`config.mk`:
```
export PLATFORM = sky130hd
export DESIGN_NAME = ipm_distributed_fifo_sizedown_v1_3
export DESIGN_NICKNAME = d
export VERILOG_FILES = /design/src/rtl/ipm_distributed_fifo_sizedown_v1_3.sv
export SDC_FILE = /design/constraint.sdc
export NUM_CORES = 1
export LEC_CHECK = 0
export ABC_AREA = 0
export CORE_UTILIZATION = 30
export CTS_CLUSTER_DIAMETER = 200
export DETAILED_ROUTE_END_ITERATION = 7
export GPL_ROUTABILITY_DRIVEN = 0
export SYNTH_ARGS = -nofsm -noshare
export SYNTH_HDL_FRONTEND = slang
export SYNTH_SLANG_ARGS = --single-unit
```
`constraint.sdc`:
```
create_clock -name clk -period 5.95 [get_ports clk]
set_input_delay 1.4875 -clock clk [delete_from_list [all_inputs] [get_ports clk]]
set_output_delay 1.4875 -clock clk [all_outputs]
set_load 0.03 [all_outputs]
```
`src/rtl/ipm_distributed_fifo_sizedown_v1_3.sv`:
```
// Single-clock FIFO on distributed RAM that accepts RATIO*RD_WIDTH-bit words and
// returns RD_WIDTH-bit words, least-significant lane first.
module ipm_distributed_fifo_sizedown_v1_3 #(
  parameter int ADDR_WIDTH       = 4,
  parameter int RD_WIDTH         = 8,
  parameter int RATIO            = 4,
  parameter int OUT_REG          = 0,
  parameter int ALMOST_FULL_NUM  = (1 << ADDR_WIDTH) - 2,
  parameter int ALMOST_EMPTY_NUM = 2
) (
  input  logic                         clk,
  input  logic                         rst_n,
  input  logic                         wr_en,
  input  logic [RD_WIDTH*RATIO-1:0]    wr_data,
  output logic                         wr_full,
  output logic                         almost_full,
  output logic [ADDR_WIDTH:0]          wr_level,
  output logic                         overflow,
  input  logic                         rd_en,
  output logic [RD_WIDTH-1:0]          rd_data,
  output logic                         rd_valid,
  output logic                         rd_empty,
  output logic                         almost_empty,
  output logic [ADDR_WIDTH+3:0]        rd_level,
  output logic                         underflow
);

  localparam int DEPTH     = 1 << ADDR_WIDTH;
  localparam int WR_WIDTH  = RD_WIDTH * RATIO;
  localparam int PTR_W     = ADDR_WIDTH + 1;
  localparam int LVL_W     = ADDR_WIDTH + 4;
  localparam int LANE_BITS = (RATIO > 1) ? $clog2(RATIO) : 0;
  localparam int LANE_W    = (RATIO > 1) ? LANE_BITS : 1;

  localparam logic [PTR_W-1:0]  PTR_ONE   = PTR_W'(1);
  localparam logic [PTR_W-1:0]  DEPTH_L   = PTR_W'(DEPTH);
  localparam logic [PTR_W-1:0]  AF_NUM    = PTR_W'(ALMOST_FULL_NUM);
  localparam logic [LVL_W-1:0]  AE_NUM    = LVL_W'(ALMOST_EMPTY_NUM);
  localparam logic [LANE_W-1:0] LANE_ONE  = LANE_W'(1);
  localparam logic [LANE_W-1:0] LAST_LANE = LANE_W'(RATIO - 1);

  logic [PTR_W-1:0]    r_wp;
  logic [PTR_W-1:0]    r_rp;
  logic [LANE_W-1:0]   r_lane;
  logic                r_overflow;
  logic                r_underflow;
  logic [RD_WIDTH-1:0] r_rd_data;
  logic                r_rd_valid;
  logic [WR_WIDTH-1:0] r_mem [DEPTH];

  logic [PTR_W-1:0]    w_wr_level;
  logic [LVL_W-1:0]    w_rd_level;
  logic                w_full;
  logic                w_empty;
  logic                w_wr_acc;
  logic                w_rd_acc;
  logic                w_lane_last;
  logic [WR_WIDTH-1:0] w_entry;
  logic [RD_WIDTH-1:0] w_lane_data;

  // Flags decode only registered pointers, so an asynchronous reset clears them at once.
  assign w_wr_level  = r_wp - r_rp;
  assign w_full      = (w_wr_level == DEPTH_L);
  assign w_empty     = (r_wp == r_rp);
  assign w_rd_level  = (LVL_W'(w_wr_level) << LANE_BITS) - LVL_W'(r_lane);
  assign w_wr_acc    = wr_en & ~w_full;
  assign w_rd_acc    = rd_en & ~w_empty;
  assign w_lane_last = (r_lane == LAST_LANE);

  // NOTE: sequential state is assigned with <= so every flop samples pre-edge values.
  always_ff @(posedge clk or negedge rst_n) begin
    if (!rst_n) begin
      r_wp        <= '0;
      r_rp        <= '0;
      r_lane      <= '0;
      r_overflow  <= 1'b0;
      r_underflow <= 1'b0;
    end else begin
      r_overflow  <= wr_en & w_full;
      r_underflow <= rd_en & w_empty;
      if (w_wr_acc) begin
        r_wp <= r_wp + PTR_ONE;
      end
      if (w_rd_acc) begin
        if (w_lane_last) begin
          r_lane <= '0;
          r_rp   <= r_rp + PTR_ONE;
        end else begin
          r_lane <= r_lane + LANE_ONE;
        end
      end
    end
  end

  // NOTE: the storage array has no reset so it maps onto distributed RAM; the
  // pointers guarantee no entry is read before it has been written.
  always_ff @(posedge clk) begin
    if (w_wr_acc) begin
      r_mem[r_wp[ADDR_WIDTH-1:0]] <= wr_data;
    end
  end

  // NOTE: every always_comb output gets a default first so no latch is inferred.
  always_comb begin
    w_entry     = r_mem[r_rp[ADDR_WIDTH-1:0]];
    w_lane_data = w_entry[RD_WIDTH-1:0];
    for (int k = 0; k < RATIO; k++) begin
      if (r_lane == LANE_W'(k)) begin
        w_lane_data = w_entry[k*RD_WIDTH +: RD_WIDTH];
      end
    end
  end

  // Read register holds its value when no read is accepted.
  always_ff @(posedge clk or negedge rst_n) begin
    if (!rst_n) begin
      r_rd_data  <= '0;
      r_rd_valid <= 1'b0;
    end else begin
      r_rd_valid <= w_rd_acc;
      if (w_rd_acc) begin
        r_rd_data <= w_lane_data;
      end
    end
  end

  generate
    if (OUT_REG != 0) begin : g_out_reg
      logic [RD_WIDTH-1:0] r_rd_data_q;
      logic                r_rd_valid_q;

      always_ff @(posedge clk or negedge rst_n) begin
        if (!rst_n) begin
          r_rd_data_q  <= '0;
          r_rd_valid_q <= 1'b0;
        end else begin
          r_rd_data_q  <= r_rd_data;
          r_rd_valid_q <= r_rd_valid;
        end
      end

      assign rd_data  = r_rd_data_q;
      assign rd_valid = r_rd_valid_q;
    end else begin : g_no_out_reg
      assign rd_data  = r_rd_data;
      assign rd_valid = r_rd_valid;
    end
  endgenerate

  assign wr_full      = w_full;
  assign almost_full  = (w_wr_level >= AF_NUM);
  assign wr_level     = w_wr_level;
  assign overflow     = r_overflow;
  assign rd_empty     = w_empty;
  assign almost_empty = (w_rd_level <= AE_NUM);
  assign rd_level     = w_rd_level;
  assign underflow    = r_underflow;

endmodule

```
### Yosys cells after proc, flatten, opt, wreduce, memory -nomap -nowiden

Memory sizes are Yosys's and may differ from the RTL's.
Cells that the tools add are included.

* register bits: 23
* RAM bits: 512
* bits of input ports: 36
* word-level logic and storage cells: 33
* output and inout bits: 28
* memories kept: 1

* reduce and logical (&&, ||, !) cells: 1
* equal/unequal tests: 5
* muxes and demuxes: 6
* order comparisons: 2
* add/sub/neg operators: 5
* bitwise gates (word level): 6

Memories
* r_mem: depth 16, width 32, read ports 1, clocked after Yosys merged registers in 0, write ports 1, line 49 `logic [WR_WIDTH-1:0] r_mem [DEPTH];`

Operators by type and width (number)
* $mux 8: 3
* $add 5x1->5 const B: 2
* $le 8x2->1 const B: 1
* $sub 7x2->8: 1
* $eq 5x5->1: 1
* $eq 5x5->1 const B: 1
* $ge 5x4->1 const B: 1
* $sub 5x5->5: 1
* $and 1x1->1: 4
* $eq 2x2->1 const B: 2
* $add 2x1->2 const B: 1
* $eq 2x1->1 const B: 1
* $mux 1: 2
* $mux 2: 1
* $not 1->1: 2
* $reduce_and 2->1: 1

### Logic depth before layout (Yosys ltp)

* depth after elaboration: 6
* depth in mapped cells: 12
* gate-level depth less buffers: 10

### Least setup slack after synthesis

OpenSTA, ideal clock, no wires.

* path type: flip-flop to flip-flop
* start: reg r_rp[2]
* end: mem r_mem[3][0] (netlist name), enable pin
* slack: 567 ps
* path buffers: 2
* clock period less this slack: 5383 ps
* stages on the path, launching flop included: 11
* data required time: 5489 ps
* arrival: 4922 ps
* library setup time: 461 ps
* cell sequence: dfrtp_1 > buf_2 > inv_2 > buf_1 > ha_1 > xnor2_1 > or3_1 > inv_1 > o2111ai_2 > nand3_1 > nor3_1

* cells in the longest elaborated chain, start to end: 6

RTL lines
* start: declaration: line 43 `logic [PTR_W-1:0] r_rp;`
* start signal: assignment: line 87 `r_rp <= r_rp + PTR_ONE;`
* $sub 5x5->5: line 62 `assign w_wr_level = r_wp - r_rp;`
* via wr_level[2]: line 17 `output logic [ADDR_WIDTH:0] wr_level,`
* $eq 5x5->1: line 63 `assign w_full = (w_wr_level == DEPTH_L);`
* $not 1->1: line 66 `assign w_wr_acc = wr_en & ~w_full;`
* $and 1x1->1: line 66
* $mux 1: line 98 `if (w_wr_acc) begin`
* $mux 1 (implied by the code): line 99 `r_mem[r_wp[ADDR_WIDTH-1:0]] <= wr_data;`
* end: declaration: line 49

The timed path passes the listed nets, and every way through them passes these cells.

### Worst setup path in the final report

* start: reg r_rp[1]
* end: out almost_empty

* cells in the longest elaborated chain, start to end: 3

RTL lines
* $sub 5x5->5: line 62
* $sub 7x2->8: line 65 `assign w_rd_level = (LVL_W'(w_wr_level) << LANE_BITS) - LVL_W'(r_lane);`
* $le 8x2->1: line 155 `assign almost_empty = (w_rd_level <= AE_NUM);`
* end: declaration: line 23 `output logic almost_empty,`

No other way between the ends.

==> flow_summary.ini <==
[setup_path]
cp-start-kind = register
r2r_setup_slack_ns = 1.55
crit_path_max_fanout = 35
r2r_cells = 6
worstPathArrival_ns = 3.75
critPathKind = register to primary output
required_ns = 4.46
r2r-end = rd_data[4]$_DFFE_PN0P_
rr_startpoint = r_rp[0]$_DFFE_PN0P_
crit_path_end_kind = primary output

[logic_synthesis]
yosysUniqueCellTypes = 52
ys_warn_count = 0
synth-seq-area-share_pct = 76.0
syn_area_um2 = 21000
syn_area_per_cell_um2 = 20.9
ys.flop_type = edfxtp_1
yosys_register_bits = 535
synth_area_leaders = edfxtp_1 (73%), mux4_2 (12%), dfrtp_1 (2.7%), mux2i_1 (1.5%), mux2_2 (1.0%)
netlist_instances = 1004
syn-num-nets = 1054
synth_edf_count = 512
async_reset_ff_share_pct = 4.30
synth_top_area_cell = edfxtp_1
synth.top_cell.area_share_pct = 73.2

[timing]
clock.fmax_mhz = 191
worst_pin_slew_ns = 1.10
relSlewSlack_pct = 26.5
hold_viol = 0
fin_skew_ns = 0.0258
min_period_over_period_pct = 88.0
rsz0062_at_grt = false
finalSetupViolCount = 0
tns_ns = 0
min_period_ns = 5.23
slew_violations = 0

[hold_path]
hold_path_depth = 2
holdPathEnd = rd_data[5]$_DFFE_PN0P_
hold_class = register to register
holdCritStartpoint = rd_data[5]$_DFFE_PN0P_

[cts]
cts_hold_buf = 0
post_cts_resized = 0
cts-root-buf = clkbuf_16
clk_latency_ns = 0.60
h-tree-depth = 2
numCtsBuffers = 54
cts_buffer_depth = 3
clk_pin_slew_worst_paths_ns = 0.06
clock_sink_count = 535
cts_tree = done
cts_setup_buffers = 0

[global_route]
grt_pass1_wl_um = 72300
antenna_found_initial = 2
grt_usage_pct = 14.1
grt_overflow = 0
grt_max_degree = 60
grt_pass1_vias = 10600

[power]
ir_drop_mv = 0.599
p_leak_uw = 0.00776
p_per_area_nw_per_um2 = 493

[placement]
dpl-instance-area_um2 = 22800
io_buffers = 63
dp_hpwl_um = 29400

[drt]
first_pass_iters = 4
vias = 10200
drtIter0Drc = 802
routed_wirelength_um = 49300
antenna_left = 0
vias_per_cell = 4.88
routedWlPerCell_um = 23.7
drc = 0

[cells_and_area]
drive_above_1_share_pct = 22.8
multi_input_area_um2 = 4800
seq_area_um2 = 16000
final_cell_mix = edfxtp_1 (512), mux4_2 (109), clkdlybuf4s50_1 (63), clkbuf_16 (55)
final_common_cell = edfxtp_1
final_area_um2 = 24600
syn_to_final_growth_pct = 17.0
fillers = 6423
layout.nets = 1157

[run_status]
status = completed

[die]
core_area_um2 = 68900
start_util_pct = 30.4
num_rows = 96
die_w_um = 267
pin_count = 64
dieArea_um2 = 71000
die_y_um = 267

[flow_run]
cap_violations = 0
layer usage:
| layer | global-route usage (%) | wire, um | share of wire [%] | vias up |
|---|---|---|---|---|
| met1 | 19.0 | 21700 | 44 | 5435 |
| li1 | - | - | - | 4366 |
| met2 | 22.9 | 23600 | 48 | 293 |
| met4 | 3.99 | 989 | 2.0 | 4 |
| met5 | 0 | 25 | 0.051 | - |
| met3 | 2.91 | 2970 | 6.0 | 79 |
cell families (layout without fill, tap and decap cells):
logic type | after synthesis | after routing | share of synthesized area (%)
muxes | 167 | 167 | 15.2
adders and majority gates | 14 | 14 | 0.870
other | 0 | 1 | 0
buffers and inverters | 62 | 210 | 1.64
AOI/OAI and AO/OA | 86 | 86 | 2.79
xor gates and xnor gates | 16 | 16 | 0.668
and+or+nand+nor | 124 | 124 | 2.85
DFF | 535 | 535 | 76.0
metrics by stage:
stage | hold WS [ns] | setup WS, ns | cells | power (uW) | utilization, %
finish | 0.520 | 0.717 | 2084 | 12100 | 35.6
global route | 0.539 | 0.426 | 2083 | 12600 | 35.6
CTS | 0.516 | 0.633 | 2083 | 12200 | 35.6
detailed placement | 0.498 | 1.28 | 1982 | 8950 | 33.1
global placement | 0.517 | 1.31 | 1982 | 8910 | 33.1
floorplan | 0.498 | 0.567 | 1004 | 7570 | -
cells in the mapped netlist (5+ instances only):
cell / count
a22oi_1: 11
inv_1: 12
nor2b_1: 5
o21ai_0: 11
nor3_1: 10
xor2_1: 5
mux4_1: 8
nand2_1: 30
buf_6: 9
mux2i_1: 31
nand2b_1: 6
dfrtp_1: 23
o22ai_1: 25
a211oi_1: 8
buf_1: 7
mux2_2: 19
nand3_1: 14
buf_2: 17
nor2_1: 35
clkbuf_1: 10
ha_1: 13
a21oi_1: 10
edfxtp_1: 512
and2_1: 6
mux4_2: 109
xnor2_1: 11
critical path, cell delays in order, from the launching register on:
cell             delay, ns
dfrtp_4               0.77
inv_1                 0.16
ha_1                  0.32
nor2b_1               0.13
o21a_1                0.18
nor3_1                0.31
nor2_1                0.16
xor2_1                0.20
nor3b_1               0.21
clkdlybuf4s50_1       0.70
state kept, by name (all words and copies together) (netlist names):
name,cells
underflow,1
r_mem,512
r_wp,5
rd_data,8
rd_valid,1
r_lane,2
r_rp,5
overflow,1
final cells by class:
type                            count  share of cell area, %
Antenna cell                        1                 0.0102
Clock buffer                       75                   6.07
Clock inverter                     26                  0.912
Inverter                           15                  0.229
Multi-Input combinational cell    407                   19.6
Sequential cell                   535                   65.0
Tap cell                          931                   4.74
Timing Repair Buffer               94                   3.51
power breakdown:
| part | total [uW] | internal [uW] | switching [uW] |
|---|---|---|---|
| Clock | 3290 | 1920 | 1370 |
| Sequential | 4800 | 4580 | 223 |
| Combinational | 4010 | 1680 | 2330 |
| Total | 12100 | 8170 | 3930 |
how the worst max path moves through the flow:
stage                          startpoint               endpoint  slack [ns]  cells after the start
floorplan             r_rp[2]$_DFFE_PN0P_  r_mem[3][0]$_DFFE_PP_        0.57                     10
global placement    r_lane[0]$_DFFE_PN0P_           almost_empty        1.31                      6
detailed placement  r_lane[0]$_DFFE_PN0P_           almost_empty        1.28                      6
CTS                 r_lane[0]$_DFFE_PN0P_           almost_empty        0.63                      6
global route        r_lane[0]$_DFFE_PN0P_           almost_empty        0.43                      6
finish                r_rp[1]$_DFFE_PN0P_           almost_empty        0.72                      9
Note: power is estimated with default switching activity, not from simulation.
